<file path="config.mk">
export PLATFORM = sky130hd
export DESIGN_NAME = hazard_ctrl
export DESIGN_NICKNAME = d
export VERILOG_FILES = /design/src/rtl/hazard_ctrl.sv
export SDC_FILE = /design/constraint.sdc
export NUM_CORES = 1
export LEC_CHECK = 0
export BUFFER_PORTS_ARGS = -buffer_cell sky130_fd_sc_hd__buf_2
export CAP_MARGIN = 0
export CORE_MARGIN = 4
export CORE_UTILIZATION = 45
export DETAILED_ROUTE_END_ITERATION = 8
export HOLD_SLACK_MARGIN = 0.08
export PLACE_DENSITY_LB_ADDON = 0.15
export SKIP_CTS_REPAIR_TIMING = 1
export SLEW_MARGIN = 20
export SYNTH_ARGS = -nofsm -noshare
export SYNTH_HDL_FRONTEND = slang
export SYNTH_SLANG_ARGS = --single-unit
</file>
<file path="constraint.sdc">
create_clock -name clk -period 1.8 [get_ports clk]
set_clock_uncertainty 0.1 [all_clocks]
set_input_delay 0.09 -clock clk [delete_from_list [all_inputs] [get_ports clk]]
set_output_delay 0.09 -clock clk [all_outputs]
set_load 0.05 [all_outputs]
</file>
<file path="src/rtl/hazard_ctrl.sv">
// Decode-stage hazard and sequencing controller: load-use stalls, branch flushes,
// RET/RTI PC-wait sequencing and interrupt entry, driving PC / IF/ID / ID/EX holds and flushes.
module hazard_ctrl #(
  parameter int RET_CYCLES = 3,
  parameter int INT_CYCLES = 2,
  parameter int CNT_W      = 4
) (
  input  logic       clk,
  input  logic       rst,
  input  logic [2:0] src_ID,
  input  logic [2:0] dst_ID,
  input  logic       src_used,
  input  logic       dst_used,
  input  logic [2:0] dst_EX,
  input  logic       MEM_R_EX,
  input  logic       ret_ID,
  input  logic       branch_EX,
  input  logic       int_req,
  output logic       pc_stall,
  output logic       ifid_stall,
  output logic       ifid_flush,
  output logic       idex_flush,
  output logic       int_ack,
  output logic [1:0] state_o
);

  typedef enum logic [1:0] {
    RUN      = 2'b00,
    RET_WAIT = 2'b01,
    INT_SEQ  = 2'b10,
    ILLEGAL  = 2'b11
  } state_e;

  localparam logic [CNT_W-1:0] RET_LOAD = CNT_W'(RET_CYCLES - 1);
  localparam logic [CNT_W-1:0] INT_LOAD = CNT_W'(INT_CYCLES - 1);

  state_e             state_q, state_d;
  logic [CNT_W-1:0]   cnt_q, cnt_d;
  logic               int_pend_q, int_pend_d;
  logic               load_use;

  logic pc_stall_c, ifid_stall_c, ifid_flush_c, idex_flush_c, int_ack_c;

  assign load_use = MEM_R_EX & ((src_used & (src_ID == dst_EX)) |
                                (dst_used & (dst_ID == dst_EX)));

  always_comb begin
    state_d      = state_q;
    cnt_d        = cnt_q;
    int_pend_d   = int_pend_q | int_req;
    pc_stall_c   = 1'b0;
    ifid_stall_c = 1'b0;
    ifid_flush_c = 1'b0;
    idex_flush_c = 1'b0;
    int_ack_c    = 1'b0;

    case (state_q)
      RUN: begin
        if (branch_EX) begin
          ifid_flush_c = 1'b1;
          idex_flush_c = 1'b1;
        end else if (load_use) begin
          pc_stall_c   = 1'b1;
          ifid_stall_c = 1'b1;
          idex_flush_c = 1'b1;
        end else if (ret_ID) begin
          pc_stall_c   = 1'b1;
          ifid_flush_c = 1'b1;
          state_d      = RET_WAIT;
          cnt_d        = RET_LOAD;
        end else if (int_pend_q) begin
          pc_stall_c   = 1'b1;
          ifid_flush_c = 1'b1;
          idex_flush_c = 1'b1;
          state_d      = INT_SEQ;
          cnt_d        = INT_LOAD;
          // A request coinciding with acceptance is absorbed by this entry.
          int_pend_d   = 1'b0;
        end
      end

      RET_WAIT: begin
        pc_stall_c   = 1'b1;
        ifid_flush_c = 1'b1;
        if (cnt_q == '0) state_d = RUN;
        else             cnt_d   = cnt_q - CNT_W'(1);
      end

      INT_SEQ: begin
        pc_stall_c   = 1'b1;
        ifid_flush_c = 1'b1;
        idex_flush_c = 1'b1;
        // The counter still holds its load value only in the first cycle.
        int_ack_c    = (cnt_q == INT_LOAD);
        if (cnt_q == '0) state_d = RUN;
        else             cnt_d   = cnt_q - CNT_W'(1);
      end

      default: begin
        state_d = RUN;
        cnt_d   = '0;
      end
    endcase
  end

  always_ff @(posedge clk) begin
    if (rst) begin
      state_q    <= RUN;
      cnt_q      <= '0;
      int_pend_q <= 1'b0;
    end else begin
      state_q    <= state_d;
      cnt_q      <= cnt_d;
      int_pend_q <= int_pend_d;
    end
  end

  assign pc_stall   = pc_stall_c   & ~rst;
  assign ifid_stall = ifid_stall_c & ~rst;
  assign ifid_flush = ifid_flush_c & ~rst;
  assign idex_flush = idex_flush_c & ~rst;
  assign int_ack    = int_ack_c    & ~rst;
  assign state_o    = rst ? 2'b00 : state_q;

endmodule

</file>
==> flow_summary.html <==
<table>
<tr><th>Metric</th><th>Value</th></tr>
<tr><th colspan="2">Floorplan</th></tr>
<tr><td>Starting Density</td><td>48.08%</td></tr>
<tr><td>Count of pins on the block boundary</td><td>24</td></tr>
<tr><td>Die Span X</td><td>45.29 µm</td></tr>
<tr><td>Placeable Area</td><td>1301 µm²</td></tr>
<tr><td>Area of the die</td><td>2051 µm²</td></tr>
<tr><td>Site Rows</td><td>13</td></tr>
<tr><td>Die extent in y</td><td>45.29 µm</td></tr>
<tr><th colspan="2">Global route</th></tr>
<tr><td>Total global routing track utilization</td><td>16.83%</td></tr>
<tr><td>Global-route wire length before repair</td><td>2511 µm</td></tr>
<tr><td>Via count of the first global-routing pass</td><td>599</td></tr>
<tr><td>Global route overflow</td><td>0</td></tr>
<tr><td>Pin count of the biggest net entering global routing</td><td>14</td></tr>
<tr><td>Antenna violations before repair</td><td>0</td></tr>
<tr><th colspan="2">Clock network</th></tr>
<tr><td>Number of buffers inserted during clock tree synthesis</td><td>3</td></tr>
<tr><td>Worst-Skew Late Latency</td><td>0.25 ns</td></tr>
<tr><td>Clock sink total</td><td>7</td></tr>
<tr><td>Register clock-pin slew on the reported worst setup and hold paths</td><td>0.05 ns</td></tr>
<tr><td>Clock Tree Root</td><td>sky130_fd_sc_hd__clkbuf_4</td></tr>
<tr><td>TritonCTS clock tree</td><td>yes</td></tr>
<tr><td>Clk buf depth</td><td>2</td></tr>
<tr><td>H-tree depth reported by CTS</td><td>1</td></tr>
<tr><th colspan="2">Route</th></tr>
<tr><td>Number of nets with antenna violations after routing</td><td>0</td></tr>
<tr><td>Number of DRC markers after the initial detailed-route iteration</td><td>24</td></tr>
<tr><td>Routed Wire Length</td><td>1507 µm</td></tr>
<tr><td>Via count</td><td>636</td></tr>
<tr><td>DRC Markers</td><td>0</td></tr>
<tr><td>Vias per Instance</td><td>5.256</td></tr>
<tr><td>Length of the first detailed-routing pass in iterations</td><td>6</td></tr>
<tr><td>Average wire length per cell after detail routing</td><td>12.45 µm</td></tr>
<tr><th colspan="2">Synth</th></tr>
<tr><td>Sequential cell area fraction in the yosys report</td><td>22.40%</td></tr>
<tr><td>Proportion of register bits with asynchronous set or reset after synthesis</td><td>0%</td></tr>
<tr><td>EDFF count, synth</td><td>0</td></tr>
<tr><td>Synthesis Warnings</td><td>0</td></tr>
<tr><td>Leading post-synthesis cells by cell area</td><td>sky130_fd_sc_hd__dfxtp_1, sky130_fd_sc_hd__ha_1, sky130_fd_sc_hd__xnor2_1</td></tr>
<tr><td>Gate Count Post-Synth</td><td>76</td></tr>
<tr><td>Biggest area consumer among synthesized cells</td><td>sky130_fd_sc_hd__dfxtp_1</td></tr>
<tr><td>Net count after synthesis</td><td>99</td></tr>
<tr><td>Netlist cell types</td><td>27</td></tr>
<tr><td>Count of state elements after synthesis</td><td>7</td></tr>
<tr><td>Average cell area after synthesis</td><td>8.232 µm²</td></tr>
<tr><td>Most instantiated flip-flop cell in the synthesis netlist</td><td>sky130_fd_sc_hd__dfxtp_1</td></tr>
<tr><td>Summed instance area of the synthesized netlist</td><td>625.6 µm²</td></tr>
<tr><td>Share of the synthesized area in the top cell type</td><td>22.40%</td></tr>
<tr><th colspan="2">Critical path</th></tr>
<tr><td>CP max FO</td><td>4</td></tr>
<tr><td>Data arrival at the endpoint of the critical path</td><td>1.48 ns</td></tr>
<tr><td>Critical path type</td><td>flip-flop to output pin</td></tr>
<tr><td>WP data required</td><td>1.61 ns</td></tr>
<tr><td>Startpoint Class</td><td>flip-flop</td></tr>
<tr><td>Category of the worst setup path capture point</td><td>output pin</td></tr>
<tr><th colspan="2">Cells and area</th></tr>
<tr><td>Layout Nets</td><td>130</td></tr>
<tr><td>Final core utilization</td><td>66.06%</td></tr>
<tr><td>Fraction of layout cells with a size suffix above 1</td><td>40.57%</td></tr>
<tr><td>Finished Layout Cells</td><td>121</td></tr>
<tr><td>Antenna diode count</td><td>0</td></tr>
<tr><td>Synth-to-layout area growth</td><td>37.40%</td></tr>
<tr><td>Final Cell Area</td><td>859.6 µm²</td></tr>
<tr><td>Filler instances</td><td>118</td></tr>
<tr><th colspan="2">STA</th></tr>
<tr><td>Total count of hold-check failures in the final report</td><td>0</td></tr>
<tr><td>Slew at the pin closest to its max-slew limit</td><td>0.3922 ns</td></tr>
<tr><td>Number of pins with negative max-slew slack in the final report</td><td>0</td></tr>
<tr><td>Relative slew margins</td><td>73.85%</td></tr>
<tr><td>Setup TNS Final</td><td>0 ns</td></tr>
<tr><td>Achievable clock frequency</td><td>0.6002 GHz</td></tr>
<tr><td>Min Clock Period, post-route</td><td>1.666 ns</td></tr>
<tr><td>Total setup violations reported at the end of the flow</td><td>0</td></tr>
<tr><td>Fraction of the cycle the final worst path needs</td><td>92.56%</td></tr>
<tr><td>Setup repair after global routing missed its margin</td><td>false</td></tr>
<tr><th colspan="2">Placed design</th></tr>
<tr><td>Number of instances in the placed design</td><td>115</td></tr>
<tr><td>Dpl cell area</td><td>788.3 µm²</td></tr>
<tr><td>Port Buffer Count</td><td>23</td></tr>
<tr><td>Final GP Congestion</td><td>0.7967</td></tr>
<tr><td>Post-detail-place hpwl</td><td>1194 µm</td></tr>
<tr><th colspan="2">Pwr</th></tr>
<tr><td>Net load switching power</td><td>0.5278 mW</td></tr>
<tr><td>Share of power burned in combinational logic</td><td>64.8%</td></tr>
<tr><td>Switching Fraction</td><td>47.37%</td></tr>
<tr><td>Internal cell power</td><td>0.5863 mW</td></tr>
<tr><td>Leakage component of the power</td><td>0.3992 nW</td></tr>
<tr><td>Power Density</td><td>1296 nW/µm²</td></tr>
<tr><td>Share of total power in sequential cells</td><td>22.4%</td></tr>
<tr><td>Max rail drop VDD</td><td>0.7250 mV</td></tr>
<tr><td>Final total power</td><td>1.114 mW</td></tr>
<tr><td>Portion of total power attributed to the clock network</td><td>12.7%</td></tr>
<tr><th colspan="2">Hold path</th></tr>
<tr><td>Worst Hold Class</td><td>primary input to flip-flop</td></tr>
<tr><th colspan="2">Run status</th></tr>
<tr><td>Outcome</td><td>complete, no violations</td></tr>
<tr><th colspan="2">Job</th></tr>
<tr><td>MaxCap Viol Count</td><td>0</td></tr>
</table>
-- cells in the final DEF, fill, tap and decap left out, types with 3 or more instances in the layout --
| master | n |
|---|---|
| sky130_fd_sc_hd__buf_2 | 21 |
| sky130_fd_sc_hd__xnor2_1 | 6 |
| sky130_fd_sc_hd__nand2_1 | 5 |
| sky130_fd_sc_hd__buf_4 | 4 |
| sky130_fd_sc_hd__nor3_1 | 3 |
| sky130_fd_sc_hd__mux2i_1 | 4 |
| sky130_fd_sc_hd__nor2_1 | 8 |
| sky130_fd_sc_hd__nand2b_1 | 4 |
| sky130_fd_sc_hd__clkbuf_4 | 3 |
| sky130_fd_sc_hd__dfxtp_1 | 6 |
| sky130_fd_sc_hd__o21ai_0 | 5 |
| sky130_fd_sc_hd__inv_1 | 3 |
| sky130_fd_sc_hd__inv_2 | 3 |
| sky130_fd_sc_hd__ha_1 | 5 |
-- path summary, 6_finish.rpt --
path                                         startpoint                       to  slack (ns)  cells after the start
worst min-delay path                                rst    int_pend_q$_SDFF_PP0_        0.09                      2
worst max-delay path            state_q[0]$_SDFFE_PP0P_                 pc_stall        0.13                      6
worst min register to register    cnt_q[1]$_SDFFE_PP0P_    cnt_q[1]$_SDFFE_PP0P_        0.41                      2
worst max register to register    cnt_q[0]$_SDFFE_PP0P_  state_q[1]$_SDFFE_PP0P_        0.27                      6
-- registers in the layout, summed over array words and instances, names as in the netlist --
register	cells
int_pend_q	1
cnt_q	4
state_q	2
-- power by group through the flow --
stage	Combinational (mW)	Clock [mW]	Sequential [mW]
CTS	0.649	0.152	0.245
finish	0.722	0.142	0.250
detailed placement	0.642	0	0.248
global placement	0.639	0	0.246
global route	0.784	0.161	0.255
floorplan	0.504	0	0.237
-- synthesized netlist by cell type, types with 2 or more instances --
| library cell | count |
|---|---|
| sky130_fd_sc_hd__nand2b_1 | 4 |
| sky130_fd_sc_hd__o21ai_0 | 5 |
| sky130_fd_sc_hd__xor2_1 | 2 |
| sky130_fd_sc_hd__xnor2_1 | 6 |
| sky130_fd_sc_hd__nand3_1 | 2 |
| sky130_fd_sc_hd__mux2_1 | 2 |
| sky130_fd_sc_hd__dfxtp_1 | 7 |
| sky130_fd_sc_hd__nor2_1 | 10 |
| sky130_fd_sc_hd__mux2i_1 | 4 |
| sky130_fd_sc_hd__ha_1 | 6 |
| sky130_fd_sc_hd__nor3_1 | 3 |
| sky130_fd_sc_hd__nand2_1 | 5 |
| sky130_fd_sc_hd__inv_1 | 6 |
-- worst max-delay path: stages (launching register included) --
cell and delay [ns]:
sky130_fd_sc_hd__dfxtp_1 0.34, sky130_fd_sc_hd__inv_2 0.06, sky130_fd_sc_hd__ha_4 0.28, sky130_fd_sc_hd__buf_4 0.10
sky130_fd_sc_hd__o21ai_0 0.09, sky130_fd_sc_hd__a31oi_2 0.17, sky130_fd_sc_hd__buf_6 0.18
-- logic make-up (layout without fill, tap and decap cells) --
group | after synthesis | count (layout) | synth area share, %
flops | 7 | 7 | 22.40
compound gates | 13 | 13 | 16.40
buf+inv | 7 | 37 | 4.199
mux | 6 | 6 | 10.00
fa+ha+maj | 6 | 6 | 12.00
xor+xnor | 8 | 8 | 11.20
simple gates | 29 | 29 | 23.80
-- through the flow --
step           setup WS [ns]  hold WS, ns
2_1_floorplan       -0.06311       0.1601
3_3_place_gp          0.1934       0.2810
3_5_place_dp          0.1715       0.2801
4_1_cts              -0.1114     0.008499
5_1_grt             0.004258       0.1334
6_report              0.1340      0.09354
-- metal layers --
layer	share of wire (%)	routed length (µm)	vias to the layer above	global-route usage, %
met2	51	766	19	28.53
met1	41	625	287	19.33
met5	0	0	-	0
li1	-	-	328	-
met4	0.86	13	0	7.018
met3	6.8	102	2	5.179
-- final cells by class --
type / instances / area (µm²) / share of cell area (%)
Clock buffer: 4 / 26.28 / 3.057
Inverter: 6 / 22.52 / 2.620
Multi-Input combinational cell: 62 / 494.2 / 57.50
Sequential cell: 7 / 141.4 / 16.45
Tap cell: 15 / 18.77 / 2.183
Timing Repair Buffer: 27 / 156.4 / 18.20
Power figures use the tool's default switching activity.
